==> src/rtl/draw_mux_pkg.sv <==
// Shared constants and helpers for the layered draw multiplexer.
// Holds the default colour keys and the channel-index width function.
package draw_mux_pkg;

    localparam logic [7:0] DRAW_DEFAULT_RGB     = 8'hFF;
    localparam logic [7:0] DRAW_TRANSPARENT_RGB = 8'h00;

    // Index width for n channels; never narrower than one bit.
    function automatic int idx_w(input int n);
        return (n > 32'sd1) ? $clog2(n) : 32'sd1;
    endfunction

endpackage

==> src/rtl/lowest_index_encoder.sv <==
// Combinational priority encoder: reports whether any bit is set and the
// index of the lowest set bit (lowest index = highest priority).
module lowest_index_encoder #(
    parameter int N     = 16,
    parameter int IDX_W = 4
) (
    input  logic [N-1:0]     vec,
    output logic             valid,
    output logic [IDX_W-1:0] idx
);

    // Scan upward; the first set bit latches the index and blocks later ones.
    always_comb begin
        valid = 1'b0;
        idx   = {IDX_W{1'b0}};
        for (int i = 0; i < N; i++) begin
            idx   = (vec[i] && !valid) ? IDX_W'(i) : idx;
            valid = valid | vec[i];
        end
    end

endmodule

==> src/rtl/layered_draw_mux.sv <==
// Layered pixel multiplexer: lowest-index visible, non-transparent channel
// wins each pixel; collisions with the player channel are gathered per frame.
module layered_draw_mux
    import draw_mux_pkg::*;
#(
    parameter int               CHANNELS        = 16,
    parameter int               RGB_W           = 8,
    parameter logic [RGB_W-1:0] DEFAULT_RGB     = RGB_W'(DRAW_DEFAULT_RGB),
    parameter logic [RGB_W-1:0] TRANSPARENT_RGB = RGB_W'(DRAW_TRANSPARENT_RGB),
    parameter int               PLAYER_IDX      = 0
) (
    input  logic                           clk,
    input  logic                           reset,
    input  logic                           startOfFrame,
    input  logic [CHANNELS-1:0]            inputInsideRectangle,
    input  logic [CHANNELS-1:0][RGB_W-1:0] RGBvector,
    input  logic                           mask_wr,
    input  logic [CHANNELS-1:0]            mask_data,
    output logic                           drawingRequest,
    output logic [RGB_W-1:0]               RGBout,
    output logic [idx_w(CHANNELS)-1:0]     winner,
    output logic [CHANNELS-1:0]            collision_vec,
    output logic                           collision_valid
);

    localparam int IDX_W = idx_w(CHANNELS);

    logic [CHANNELS-1:0] mask_r;
    logic [CHANNELS-1:0] acc_r;
    logic [CHANNELS-1:0] eff_s;
    logic [CHANNELS-1:0] hit_s;
    logic                enc_valid_s;
    logic [IDX_W-1:0]    enc_idx_s;

    // Effective request: inside, enabled, and not the transparent colour key.
    always_comb begin
        eff_s = {CHANNELS{1'b0}};
        for (int i = 0; i < CHANNELS; i++) begin
            eff_s[i] = inputInsideRectangle[i] & mask_r[i]
                       & (RGBvector[i] != TRANSPARENT_RGB);
        end
    end

    // A channel hits when it and the player both draw; the player never hits itself.
    always_comb begin
        hit_s             = eff_s & {CHANNELS{eff_s[PLAYER_IDX]}};
        hit_s[PLAYER_IDX] = 1'b0;
    end

    lowest_index_encoder #(
        .N     (CHANNELS),
        .IDX_W (IDX_W)
    ) u_enc (
        .vec   (eff_s),
        .valid (enc_valid_s),
        .idx   (enc_idx_s)
    );

    // Pixel output, mask and collision registers; reset overrides everything.
    always_ff @(posedge clk) begin
        if (reset) begin
            drawingRequest  <= 1'b0;
            RGBout          <= DEFAULT_RGB;
            winner          <= {IDX_W{1'b0}};
            mask_r          <= {CHANNELS{1'b1}};
            acc_r           <= {CHANNELS{1'b0}};
            collision_vec   <= {CHANNELS{1'b0}};
            collision_valid <= 1'b0;
        end else begin
            drawingRequest <= enc_valid_s;
            RGBout         <= enc_valid_s ? RGBvector[enc_idx_s] : DEFAULT_RGB;
            winner         <= enc_valid_s ? enc_idx_s : {IDX_W{1'b0}};
            if (mask_wr) begin
                mask_r <= mask_data;
            end else begin
                mask_r <= mask_r;
            end
            // The startOfFrame pixel already belongs to the new frame.
            if (startOfFrame) begin
                collision_vec   <= acc_r;
                acc_r           <= hit_s;
                collision_valid <= 1'b1;
            end else begin
                collision_vec   <= collision_vec;
                acc_r           <= acc_r | hit_s;
                collision_valid <= 1'b0;
            end
        end
    end

endmodule

==> config.mk <==
export PLATFORM = sky130hd
export DESIGN_NAME = layered_draw_mux
export DESIGN_NICKNAME = d
export VERILOG_FILES = /design/src/rtl/draw_mux_pkg.sv /design/src/rtl/lowest_index_encoder.sv /design/src/rtl/layered_draw_mux.sv
export SDC_FILE = /design/constraint.sdc
export NUM_CORES = 1
export LEC_CHECK = 0
export ABC_AREA = 1
export CAP_MARGIN = 20
export CELL_PAD_IN_SITES_DETAIL_PLACEMENT = 1
export CELL_PAD_IN_SITES_GLOBAL_PLACEMENT = 2
export CORE_UTILIZATION = 22
export DETAILED_ROUTE_END_ITERATION = 8
export HOLD_SLACK_MARGIN = 0.08
export PLACE_DENSITY = 0.95
export SLEW_MARGIN = 25
export SYNTH_ARGS = -nofsm -noshare
export SYNTH_HDL_FRONTEND = slang
export SYNTH_SLANG_ARGS = --single-unit
==> constraint.sdc <==
create_clock -name clk -period 5.7 [get_ports clk]
set_input_delay 1.14 -clock clk [delete_from_list [all_inputs] [get_ports clk]]
set_output_delay 1.14 -clock clk [all_outputs]
set_load 0.05 [all_outputs]
==> flow_metrics.env, run 1 <==
export IMPL_worst_pin_slew_ns=0.920
export IMPL_crit_family="simple AND/OR/NAND/NOR gates"
export IMPL_intPower_mw=1.10
export IMPL_clock_root_buffer="clkbuf_16"
export IMPL_cp_cell_sequence="clkdlybuf4s50_1, nor2_1, nand2_1, o21bai_2, nand2_1, nor2_2, nand4_1, nor2_4, nand4_4, nor2_2, nand3_1, nand2_1, inv_2, nand2_4, buf_4, nand2_1, nand3_1, nand3_1, nand3_1, nand2_1"
export IMPL_synth_area_um2=4310
export IMPL_grt_pass1_vias=5686
export IMPL_drtIter0Drc=196
export IMPL_synth_seq_cells=60
export IMPL_cap_violations=0
export IMPL_ioPinCount=194
export IMPL_antenna_left=0
export IMPL_antenna_found_initial=0
export IMPL_cts_resized=0
export IMPL_post_route_min_period_ns=4.16
export IMPL_clockBufferDepth=2
export IMPL_instances_no_fill=1170
export IMPL_drive_gt1_share_pct=4.40
export IMPL_routabilityCongestion=0.832
export IMPL_holdWs_ns=0.457
export IMPL_critPathMaxStageDelay_ns=0.43
export IMPL_clk_pin_slew_ns=0.06
export IMPL_synthToLayoutAreaGrowth_pct=56.4
export IMPL_portBuffers=192
export IMPL_critPathArrivalTime_ns=4.38
export IMPL_p_per_area_nw_per_um2=241
export IMPL_post_dp_cell_area_um2=6400
export IMPL_crit_top_cell="nand2_1"
export IMPL_vias=5427
export IMPL_ys_warn_count=0
export IMPL_die_area_um2=20200
export IMPL_vias_per_cell=4.64
export IMPL_slew_headroom_pct=38.6
export IMPL_remaining_drc_errors=0
export IMPL_finalMaxSlewViolations=0
export IMPL_post_cts_buffers=0
export IMPL_nFillCells=2412
export IMPL_clock_skew_ns=0.00723
export IMPL_cp_slowest_cell="clkdlybuf4s50_1"
export IMPL_htree_levels=3
export IMPL_synth_edf_count=0
export IMPL_insertion_delay_ns=0.34
export IMPL_leakage_nw=3.03
export IMPL_rows=50
export IMPL_swShare_pct=32.4
export IMPL_diodes=0
export IMPL_syn_area_per_cell_um2=5.86
export IMPL_crit_fanout=41
export IMPL_setup_violations_final=0
export IMPL_grt_pass1_wl_mm=30.5
export IMPL_cts_buffers_inserted=9
export IMPL_fp_dieW_um=142
export IMPL_max_vdd_ir_drop_v=0.000116
export IMPL_grtUsageTotal_pct=19.8
export IMPL_layout_nets=1069
export IMPL_pwr_share_clk_pct=39.2
export IMPL_finalSetupTns_ns=0
export IMPL_hpwlAfterDp_mm=15.4
export IMPL_p_seq_share_pct=28.7
export IMPL_p_sw_mw=0.527
export IMPL_worstPathRequired_ns=5.92
export IMPL_die_h_um=142
export IMPL_clock_sinks=60
export IMPL_startpoint_type="primary input"
export IMPL_status="finished clean"
export IMPL_place_ws_ns=1.19
export IMPL_dp_cells=1154
export IMPL_fin_crit_sh_pct=72.9
export IMPL_ys_seq_area_share_pct=27.9
export IMPL_final_util_pct=35.5
export IMPL_grt_start_max_net_pins=59
export IMPL_ys_flop_type="dfxtp_1"
export IMPL_design_core_area_um2=19000
export IMPL_syn_nets=899
export IMPL_hold_buffers=0
export IMPL_path_buf_inv=3
export IMPL_grt_ovfl_total=0
export IMPL_syn_inst=735
export IMPL_synthDistinctLibCells=38
export IMPL_end_kind="register"
export IMPL_wl_mm=19.5
export IMPL_hold_viol_final=0
export IMPL_cts_tree="built"
export IMPL_initial_core_util_pct=22.7
export IMPL_postLayoutCellArea_um2=6740
export IMPL_total_power_mw=1.63
export IMPL_hold_class="reg2reg"
export IMPL_rsz0062_at_grt="no"
export IMPL_wl_per_cell_um=16.7
export IMPL_power_frac_comb_pct=32.1
export IMPL_drt_first_pass_iters=4
export IMPL_async_flop_share_pct=0
export IMPL_path_class="in2reg"
export IMPL_fin_ws_ns=1.54
export IMPL_fmax_mhz=241
[final cells by class]
type	count	area [um2]	share of cell area, %
multi-input cells	540	2540	37.8
repair buffers	198	1970	29.2
flip-flops and latches	60	1200	17.8
inverters	96	360	5.35
well taps	260	325	4.83
clock buffers	10	229	3.40
clock inverters	6	111	1.65
[logic make-up (layout without fill, tap and decap cells)]
family,after synthesis,in the layout,synth area share (%)
and+or+nand+nor,493,493,52.5
DFF,60,60,27.9
buffers and inverters,135,310,13.1
AOI/OAI and AO/OA,46,46,6.48
other,1,1,0.0870
[layout by cell type, fill, tap and decap left out, drive strengths merged]
cell           count
clkdlybuf4s50    192
nand2            192
nand3            152
inv               95
nor2              93
dfxtp             60
nand3b            19
a21oi             18
o21ai             18
nor4              17
nand4             11
clkbuf            10
and2               6
buf                6
o21bai             5
bufinv             3
clkinv             3
and3               1
o211a              1
or2                1
a2bb2oi            1
o21a               1
nor3               1
o211ai             1
o311ai             1
conb               1
clkinvlp           1
[cells in the mapped netlist (all sizes together), types with 2 or more instances]
cell      n  area [um2]
nand2   192         733
nand3   152         761
inv      94         353
nor2     93         362
dfxtp    60        1200
buf      23         144
nand3b   19         143
a21oi    18        90.1
o21ai    18        93.8
nor4     17         106
clkbuf   16        60.1
nand4    11        90.1
and2      6        37.5
o21bai    5        52.6
clkinv    2        7.51
[worst min-delay path: stages, from the launching register on]
cell	delay, ns
dfxtp_1	0.33
nand2_1	0.05
nand3_1	0.05
[path summary, 6_finish.rpt]
check / to / cells past startpoint / start / slack, ns
worst max register to register: RGBout[3] / 18 / mask_r[0] / 2.64
worst min-delay path: mask_r[15] / 2 / mask_r[15] / 0.46
worst min register to register: mask_r[15] / 2 / mask_r[15] / 0.46
worst max-delay path: RGBout[3] / 20 / RGBvector[21] / 1.54
[metal layers]
| layer | track usage (%) | wire [um] | vias up |
|---|---|---|---|
| met5 | 0 | 0 | - |
| met4 | 7.75 | 556 | 0 |
| li1 | - | - | 2710 |
| met1 | 25.8 | 9000 | 2513 |
| met3 | 3.63 | 1160 | 29 |
| met2 | 32.2 | 8800 | 175 |
[state kept, by name (all words and copies together), names as in the netlist]
name	flops
collision_valid	1
drawingRequest	1
acc_r	15
winner	4
mask_r	16
RGBout	8
collision_vec	15
[power groups by stage]
stage	Combinational [mW]	Clock (mW)	Sequential (mW)
6_report	0.522	0.637	0.466
5_1_grt	0.572	0.673	0.470
2_1_floorplan	0.232	0	0.534
3_3_place_gp	0.519	0	0.475
3_5_place_dp	0.522	0	0.475
4_1_cts	0.525	0.652	0.467
(Power assumes the default switching activity.)
==> run 2: changes to the inputs <==
--- a/config.mk
+++ b/config.mk
@@ -9,10 +9,10 @@
 export CAP_MARGIN = 20
 export CELL_PAD_IN_SITES_DETAIL_PLACEMENT = 1
 export CELL_PAD_IN_SITES_GLOBAL_PLACEMENT = 2
-export CORE_UTILIZATION = 22
+export CORE_UTILIZATION = 20
 export DETAILED_ROUTE_END_ITERATION = 8
 export HOLD_SLACK_MARGIN = 0.08
-export PLACE_DENSITY = 0.95
+export PLACE_DENSITY = 0.9
 export SLEW_MARGIN = 25
 export SYNTH_ARGS = -nofsm -noshare
 export SYNTH_HDL_FRONTEND = slang
==> constraint.sdc (replaced) <==
create_clock -name clk -period 4.06 [get_ports clk]
set_input_delay 0.812 -clock clk [delete_from_list [all_inputs] [get_ports clk]]
set_output_delay 0.812 -clock clk [all_outputs]
set_load 0.05 [all_outputs]
==> flow_metrics.env, run 2 (synthesis results as in run 1) <==
export IMPL_layout_common_cells="clkdlybuf4s50_1, nand2_1, nand3_1"
export IMPL_insertion_delay_ns=0.34
export IMPL_cts_buffers_inserted=9
export IMPL_leakage_nw=3.06
export IMPL_setup_violations_final=0
export IMPL_critPathArrivalTime_ns=3.97
export IMPL_fin_crit_sh_pct=92.2
export IMPL_hold_class="reg2reg"
export IMPL_drive_gt1_share_pct=5.33
export IMPL_layout_nets=1079
export IMPL_grtUsageTotal_pct=18.7
export IMPL_gr_usage_met1_pct=23.6
export IMPL_fmax_mhz=267
export IMPL_fp_dieW_um=149
export IMPL_vias=5451
export IMPL_worstPathRequired_ns=4.29
export IMPL_htree_levels=3
export IMPL_dp_cells=1179
export IMPL_grt_ovfl_total=0
export IMPL_synthToLayoutAreaGrowth_pct=57.6
export IMPL_antenna_left=0
export IMPL_fin_ws_ns=0.316
export IMPL_largest_reg_flops=16
export IMPL_remaining_drc_errors=0
export IMPL_grt_pass1_vias=5771
export IMPL_clock_sinks=60
export IMPL_drtIter0Drc=246
export IMPL_grtUsageMet3_pct=3.91
export IMPL_rsz0062_at_grt="no"
export IMPL_vias_per_cell=4.56
export IMPL_path_class="in2reg"
export IMPL_clk_pin_slew_ns=0.06
export IMPL_cts_tree="built"
export IMPL_die_h_um=149
export IMPL_clock_skew_ns=0.0134
export IMPL_mostFrequentLayoutCell="clkdlybuf4s50_1"
export IMPL_hpwlAfterDp_mm=16.4
export IMPL_die_area_um2=22100
export IMPL_finalMaxSlewViolations=0
export IMPL_max_vdd_ir_drop_v=0.000176
export IMPL_end_kind="register"
export IMPL_grt_start_max_net_pins=59
export IMPL_place_ws_ns=-0.100
export IMPL_busiest_layer="met2"
export IMPL_wl_per_cell_um=16.9
export IMPL_slew_headroom_pct=40.1
export IMPL_met2_usage_pct=31.4
export IMPL_ioPinCount=194
export IMPL_top_regs="mask_r x16, acc_r x15, collision_vec x15"
export IMPL_status="finished clean"
export IMPL_top_register="mask_r"
export IMPL_grt_pass1_wl_mm=31.6
export IMPL_cap_violations=0
export IMPL_post_route_min_period_ns=3.74
export IMPL_antenna_found_initial=0
export IMPL_postLayoutCellArea_um2=6790
export IMPL_clock_root_buffer="clkbuf_16"
export IMPL_holdWs_ns=0.449
export IMPL_startpoint_type="primary input"
export IMPL_instances_no_fill=1195
export IMPL_portBuffers=192
export IMPL_routabilityCongestion=0.903
export IMPL_p_per_area_nw_per_um2=319
export IMPL_post_dp_cell_area_um2=6500
export IMPL_drt_first_pass_iters=4
export IMPL_hold_buffers=0
export IMPL_initial_core_util_pct=20.4
export IMPL_design_core_area_um2=21100
export IMPL_clockBufferDepth=2
export IMPL_crit_fanout=58
export IMPL_hold_viol_final=0
export IMPL_wl_mm=20.2
export IMPL_worst_pin_slew_ns=0.898
export IMPL_rows=53
==> run 2: power by group <==
part	leakage (nW)	internal [mW]	switching (mW)	total, mW
logic	2.42	0.323	0.432	0.755
clock network	0.142	0.469	0.289	0.758
registers	0.496	0.634	0.0230	0.657
total	3.06	1.43	0.744	2.17
==> run 2: final timing paths <==
check,from,end,slack (ns),depth (start not counted)
max,RGBvector[30],RGBout[3],0.32,20
min,mask_r[14],mask_r[14],0.45,2
max reg2reg,mask_r[3],RGBout[3],1.15,18
min reg2reg,mask_r[14],mask_r[14],0.45,2
==> run 2: worst max-delay path, stage by stage <==
cell and delay (ns):
clkdlybuf4s50_1 0.42, nor2_1 0.12, nand2_1 0.10, o21bai_1 0.29, nand2_1 0.16, nor2_2 0.16, nand4_1 0.15, nor2_4 0.17
nand4_4 0.13, nor2_2 0.13, nand3_1 0.10, nand2_1 0.10, inv_2 0.05, buf_4 0.29, nand3_1 0.17, nand3_1 0.12
nand3_1 0.14, nand2_1 0.06, nor2_1 0.19, nand2_1 0.07
==> run 2: metrics by stage <==
| stage | util (%) | setup TNS, ns | total power [mW] |
|---|---|---|---|
| after floorplan | - | 0 | 1.08 |
| after global placement | 30.8 | 0 | 1.43 |
| after detailed placement | 30.8 | -0.175 | 1.43 |
| after CTS | 32.2 | 0 | 2.20 |
| after global routing | 32.2 | 0 | 2.29 |
| final | 32.2 | 0 | 2.17 |
==> run 2: metal layers <==
metal | part of all wire (%) | vias to the layer above
met5 | 0 | -
met4 | 2.3 | 0
met3 | 6.5 | 30
met2 | 47 | 172
met1 | 44 | 2527
li1 | - | 2722
==> run 2: final cells by class <==
class                   instances  area, um2
fillers                      2737      14300
multi-input cells             540       2540
repair buffers                208       2050
flip-flops and latches         60       1200
inverters                      96        363
well taps                     275        344
clock buffers                  10        229
clock inverters                 5       53.8
diodes                          1       2.50
==> run 2: repair_timing <==
item / 4_1_cts / 5_1_grt
hold endpoints to repair: 0 / 0
buffers inserted: 0 / 0
setup endpoints to repair: 0 / 1
gates resized for setup: 0 / 2
==> run 3: changes to the inputs <==
--- a/config.mk
+++ b/config.mk
@@ -6,7 +6,6 @@
 export NUM_CORES = 1
 export LEC_CHECK = 0
 export ABC_AREA = 1
-export CAP_MARGIN = 20
 export CELL_PAD_IN_SITES_DETAIL_PLACEMENT = 1
 export CELL_PAD_IN_SITES_GLOBAL_PLACEMENT = 2
 export CORE_UTILIZATION = 20
==> results of run 3 <==
No change in the layout: final DEF, timing and power equal those of run 2.
